===== src/rtl/mac_col_nx1_pkg.sv =====
// Shared fixed-point definitions for the MAC column: default operand format,
// accumulator guard width and the rounding-mode encodings.
package mac_col_nx1_pkg;

   // Default lane count and fixed-point format (Q8.9 in 18 bits).
   localparam int LANES_DEF    = 4;
   localparam int BIT_NUM_DEF  = 18;
   localparam int FRAC_NUM_DEF = 9;
   localparam int GUARD_DEF    = 4;

   // Rounding modes applied when the accumulator is scaled back to BIT_NUM bits.
   localparam logic [1:0] RND_FLOOR       = 2'd0;  // plain arithmetic shift
   localparam logic [1:0] RND_NEG_INC     = 2'd1;  // floor, +1 LSB when negative
   localparam logic [1:0] RND_HALF_UP     = 2'd2;  // floor(acc + half LSB)
   localparam logic [1:0] RND_HALF_UP_ALT = 2'd3;  // same as RND_HALF_UP

endpackage


===== src/rtl/fxp_round_sat.sv =====
// Combinational rescale of one accumulator lane: drops FRAC_NUM fraction bits
// with the selected rounding mode, detects overflow of the BIT_NUM-bit result
// range and either clamps or wraps.
module fxp_round_sat
   import mac_col_nx1_pkg::*;
#(
   parameter int BIT_NUM  = BIT_NUM_DEF,
   parameter int FRAC_NUM = FRAC_NUM_DEF,
   parameter int ACC_W    = 2 * BIT_NUM_DEF + GUARD_DEF
) (
   input  logic [ACC_W-1:0]   acc_i,
   input  logic [1:0]         mode_i,
   input  logic               sat_en_i,
   output logic [BIT_NUM-1:0] val_o,
   output logic               ovf_o
);

   // One extra bit so the half-LSB bias can never overflow the accumulator.
   localparam int XW = ACC_W + 1;

   localparam logic signed [XW-1:0] MAX_V  =
      $signed({{(XW-BIT_NUM+1){1'b0}}, {(BIT_NUM-1){1'b1}}});
   localparam logic signed [XW-1:0] MIN_V  =
      $signed({{(XW-BIT_NUM+1){1'b1}}, {(BIT_NUM-1){1'b0}}});
   localparam logic signed [XW-1:0] HALF_V =
      $signed({{(XW-FRAC_NUM){1'b0}}, 1'b1, {(FRAC_NUM-1){1'b0}}});

   logic signed [XW-1:0] acc_x;
   logic signed [XW-1:0] biased;
   logic signed [XW-1:0] shifted;
   logic signed [XW-1:0] rnd;
   logic                 neg_inc;
   logic                 ovf;

   // Bias, shift, optional negative increment, then range check and clamp/wrap.
   always_comb begin
      acc_x   = $signed({acc_i[ACC_W-1], acc_i});
      biased  = acc_x;
      if ((mode_i == RND_HALF_UP) || (mode_i == RND_HALF_UP_ALT)) begin
         biased = acc_x + HALF_V;
      end
      shifted = biased >>> FRAC_NUM;
      neg_inc = (mode_i == RND_NEG_INC) && acc_i[ACC_W-1];
      rnd     = shifted + $signed({{(XW-1){1'b0}}, neg_inc});
      ovf     = (rnd > MAX_V) || (rnd < MIN_V);
      if (ovf && sat_en_i) begin
         val_o = rnd[XW-1] ? MIN_V[BIT_NUM-1:0] : MAX_V[BIT_NUM-1:0];
      end else begin
         val_o = rnd[BIT_NUM-1:0];
      end
      ovf_o   = ovf;
   end

endmodule


===== src/rtl/mac_col_nx1.sv =====
// LANES-wide column multiply-accumulate: each lane multiplies its element of
// a_vec by the shared scalar b, accumulates over a first..last group and emits
// a rounded/saturated BIT_NUM-bit result per group.
//
// Handshake: a beat transfers on a rising edge where in_valid && in_ready; a
// result transfers where out_valid && out_ready. The whole pipeline advances
// only when the output register is empty or being drained, so in_ready is that
// advance condition and a stalled consumer freezes every stage in place.
module mac_col_nx1
   import mac_col_nx1_pkg::*;
#(
   parameter int LANES    = LANES_DEF,
   parameter int BIT_NUM  = BIT_NUM_DEF,
   parameter int FRAC_NUM = FRAC_NUM_DEF,
   parameter int GUARD    = GUARD_DEF
) (
   input  logic                     clk,
   input  logic                     srst,
   input  logic                     in_valid,
   output logic                     in_ready,
   input  logic                     in_first,
   input  logic                     in_last,
   input  logic [LANES*BIT_NUM-1:0] a_vec,
   input  logic [BIT_NUM-1:0]       b,
   input  logic [1:0]               round_mode,
   input  logic                     sat_en,
   output logic                     out_valid,
   input  logic                     out_ready,
   output logic [LANES*BIT_NUM-1:0] out_vec,
   output logic [LANES-1:0]         out_ovf
);

   localparam int PW = 2 * BIT_NUM;
   localparam int AW = PW + GUARD;

   logic                     adv;
   logic                     res_load;

   // Stage 1: products and group/format controls of the accepted beat.
   logic                     s1_valid_q;
   logic                     s1_first_q;
   logic                     s1_last_q;
   logic                     s1_sat_q;
   logic [1:0]               s1_mode_q;
   logic [PW-1:0]            prod_d     [LANES];
   logic [PW-1:0]            s1_prod_q  [LANES];

   // Stage 2: running sums and the registered result.
   logic [AW-1:0]            acc_d      [LANES];
   logic [AW-1:0]            acc_q      [LANES];
   logic [LANES*BIT_NUM-1:0] rnd_vec;
   logic [LANES-1:0]         rnd_ovf;
   logic [LANES*BIT_NUM-1:0] out_vec_q;
   logic [LANES-1:0]         out_ovf_q;
   logic                     out_valid_q;
   logic                     out_valid_d;

   assign adv       = !out_valid_q || out_ready;
   assign in_ready  = adv;
   assign res_load  = adv && s1_valid_q && s1_last_q;
   assign out_valid = out_valid_q;
   assign out_vec   = out_vec_q;
   assign out_ovf   = out_ovf_q;

   for (genvar g = 0; g < LANES; g++) begin : g_lane
      logic [PW-1:0] a_ext;
      logic [PW-1:0] b_ext;

      // Sign-extend to full product width; the low PW bits of the unsigned
      // product are then the exact signed product.
      assign a_ext     = {{BIT_NUM{a_vec[g*BIT_NUM+BIT_NUM-1]}}, a_vec[g*BIT_NUM +: BIT_NUM]};
      assign b_ext     = {{BIT_NUM{b[BIT_NUM-1]}}, b};
      assign prod_d[g] = a_ext * b_ext;

      // A first beat restarts the sum, which also drops any unfinished group.
      assign acc_d[g]  = (s1_first_q ? '0 : acc_q[g])
                       + {{GUARD{s1_prod_q[g][PW-1]}}, s1_prod_q[g]};

      fxp_round_sat #(
         .BIT_NUM  (BIT_NUM),
         .FRAC_NUM (FRAC_NUM),
         .ACC_W    (AW)
      ) u_round_sat (
         .acc_i    (acc_d[g]),
         .mode_i   (s1_mode_q),
         .sat_en_i (s1_sat_q),
         .val_o    (rnd_vec[g*BIT_NUM +: BIT_NUM]),
         .ovf_o    (rnd_ovf[g])
      );
   end

   // Result valid: set when a last beat completes, cleared when drained.
   always_comb begin
      out_valid_d = out_valid_q;
      if (res_load) begin
         out_valid_d = 1'b1;
      end else if (out_valid_q && out_ready) begin
         out_valid_d = 1'b0;
      end
   end

   // Pipeline registers: everything moves together on adv, holds otherwise.
   always_ff @(posedge clk) begin
      if (srst) begin
         s1_valid_q  <= 1'b0;
         s1_first_q  <= 1'b0;
         s1_last_q   <= 1'b0;
         s1_sat_q    <= 1'b0;
         s1_mode_q   <= 2'd0;
         out_valid_q <= 1'b0;
         out_vec_q   <= '0;
         out_ovf_q   <= '0;
         for (int i = 0; i < LANES; i++) begin
            s1_prod_q[i] <= '0;
            acc_q[i]     <= '0;
         end
      end else begin
         out_valid_q <= out_valid_d;
         if (adv) begin
            s1_valid_q <= in_valid;
            if (in_valid) begin
               s1_first_q <= in_first;
               s1_last_q  <= in_last;
               s1_sat_q   <= sat_en;
               s1_mode_q  <= round_mode;
               for (int i = 0; i < LANES; i++) begin
                  s1_prod_q[i] <= prod_d[i];
               end
            end
            if (s1_valid_q) begin
               for (int i = 0; i < LANES; i++) begin
                  acc_q[i] <= acc_d[i];
               end
            end
            if (res_load) begin
               out_vec_q <= rnd_vec;
               out_ovf_q <= rnd_ovf;
            end
         end
      end
   end

endmodule


===== config.mk =====
export PLATFORM = sky130hd
export DESIGN_NAME = mac_col_nx1
export DESIGN_NICKNAME = d
export VERILOG_FILES = /design/src/rtl/mac_col_nx1_pkg.sv /design/src/rtl/fxp_round_sat.sv /design/src/rtl/mac_col_nx1.sv
export SDC_FILE = /design/constraint.sdc
export NUM_CORES = 2
export LEC_CHECK = 0
export CAP_MARGIN = 5
export CORE_ASPECT_RATIO = 1.25
export CORE_MARGIN = 2
export CORE_UTILIZATION = 40
export DETAILED_ROUTE_END_ITERATION = 6
export GPL_TIMING_DRIVEN = 0
export MAX_ROUTING_LAYER = met4
export PLACE_DENSITY = 0.62
export SETUP_SLACK_MARGIN = 0.02
export SLEW_MARGIN = 20
export SYNTH_ARGS = -nofsm -noshare
export SYNTH_HDL_FRONTEND = slang
export SYNTH_HIERARCHICAL = 1
export SYNTH_SLANG_ARGS = --single-unit

===== constraint.sdc =====
create_clock -name clk -period 6.8 [get_ports clk]
set_clock_uncertainty 0.2 [all_clocks]
set_input_delay 1.02 -clock clk [delete_from_list [all_inputs] [get_ports clk]]
set_output_delay 1.02 -clock clk [all_outputs]
set_load 0.01 [all_outputs]

==> results_dict.tcl <==
set metrics [dict create \
    endpoint_kind "register" \
    grt_overflow 0 \
    htreeDepth 2 \
    design.die.area_um2 204000 \
    drtPass1Iterations 6 \
    ant_nets 0 \
    setup_viol 73 \
    nets 11500 \
    syn_nets 10900 \
    grt_pass1_wl_um 428000 \
    die_y_um 504 \
    grt_antenna_before_repair 55 \
    clock.fmax_mhz 143 \
    drt_iter0_markers 5629 \
    finalWorstSetupSlack_ns -0.206 \
    min_path_type "reg -> reg" \
    slowest_stage "or4_4" \
    slew_violations 0 \
    syn_to_final_growth_pct 22.5 \
    cts_buffer_depth 3 \
    start_kind "register" \
    synthCells 8914 \
    drc 0 \
    grt_max_degree 76 \
    maxSlewHeadroom 0.240 \
    root_buffer "clkbuf_16" \
    drive_gt1_frac 0.200 \
    dr_total_vias 67500 \
    worst_path_most_repeated_cell "buf_4" \
    wl_per_cell_um 24.1 \
    mostFrequentLayoutCells "inv_1, fa_1, nand2_1" \
    cts_made_buffers 47 \
    synth_area_um2 80000 \
    io_pins 177 \
    initial_utilization 0.402 \
    postSynthAreaPerCell_um2 8.98 \
    final_common_cell "inv_1" \
    critPathRequiredTime_ns 7.16 \
    finalHoldViolations 0 \
    core-area_um2 199000 \
    num_rows 183 \
    grt_usage 0.288 \
    tritoncts "done" \
    grt_pass1_vias 68400 \
    maxCapViolations 0 \
    rsz0062_at_grt "yes" \
    cp.arrival_ns 7.37 \
    max_stage_delay_ns 0.55 \
    violations "negative setup slack" \
    port_buffers 155 \
    dp_hpwl_um 229000 \
    wirelength_um 295000 \
    worstSetupPathType "reg -> reg" \
    critical_path.max_fanout 7 \
    yosys_warnings 6 \
    clk_latency_ns 0.68 \
    place_congestion 0.996 \
    path_clk_slew_ns 0.07 \
    status "complete, but fails checks" \
    cts_sinks 387 \
    die_w_um 404 \
    viasPerCell 5.52 \
    fin_tns_setup_ns -8.84 \
    min_period_ns 7.01 \
    worst_pin_slew_ns 1.14 \
    period_share 1.03 \
]
==> metrics by stage <==
step	util	hold WS [ns]	cells	setup WS, ns	area [um^2]
floorplan	-	0.263	8914	-0.0329	80500
global placement	0.429	0.243	11700	-3.47	85300
detailed placement	0.430	0.246	11700	-3.08	85600
CTS	0.463	0.255	11900	-0.218	92100
global route	0.493	0.271	12200	-0.493	98000
finish	0.493	0.253	12200	-0.206	98000
==> final timing paths <==
kind / start / to / slack [ns] / depth (start not counted)
worst max-delay path: s1_first_q / out_vec[17] / -0.21 / 30
worst min-delay path: out_vec[27] / out_vec[27] / 0.25 / 2
worst max register to register: s1_first_q / out_vec[17] / -0.21 / 30
worst min register to register: out_vec[27] / out_vec[27] / 0.25 / 2
==> worst max-delay path: cells and delay by family (launching register included) <==
| family | cells | cell delay [ns] |
|---|---|---|
| flip-flops | 1 | 0.53 |
| buffers and inverters | 7 | 1.22 |
| adder cells (fa/ha/maj) | 1 | 0.18 |
| AND/OR/NAND/NOR | 12 | 2.45 |
| multiplexers | 1 | 0.40 |
| XOR/XNOR | 1 | 0.18 |
| AO/OA/AOI/OAI | 8 | 1.73 |
==> sequential cells by signal, indices dropped and copies added, names as in the netlist <==
register,cells
s1_sat_q,1
s1_first_q,1
s1_last_q,1
s1_valid_q,1
s1_mode_q,2
out_ovf,4
acc_q,160
out_vec,72
s1_prod_q,144
out_valid,1
==> routing by layer <==
layer  track usage  wire (um)  share of wire
met5             -          0              0
met2         0.453     136000           0.46
met3        0.0556      26400          0.090
met1         0.356     115000           0.39
met4         0.140      17600          0.060
==> what timing repair did <==
| item | CTS | global route |
|---|---|---|
| hold endpoints to repair | 0 | 0 |
| setup endpoints to repair | 162 | 129 |
| pin swaps | 193 | 322 |
| resized for setup | 1097 | 1152 |
| hold buffers | 0 | 0 |
| cloned | 5 | 10 |
| setup buffers | 160 | 264 |
==> layout make-up <==
cell class / instances / area (um^2)
antenna: 53 / 133
buffer: 362 / 4060
multi-input combinational: 6586 / 66800
inverter: 1561 / 5890
timing repair buffer: 600 / 5480
fill: 18500 / 101000
clock inverter: 33 / 357
clock buffer: 55 / 1280
sequential: 387 / 10800
tap: 2590 / 3240
Power is not shown: default switching activity piles up to over one toggle a cycle in this logic, so the estimate is an artifact.
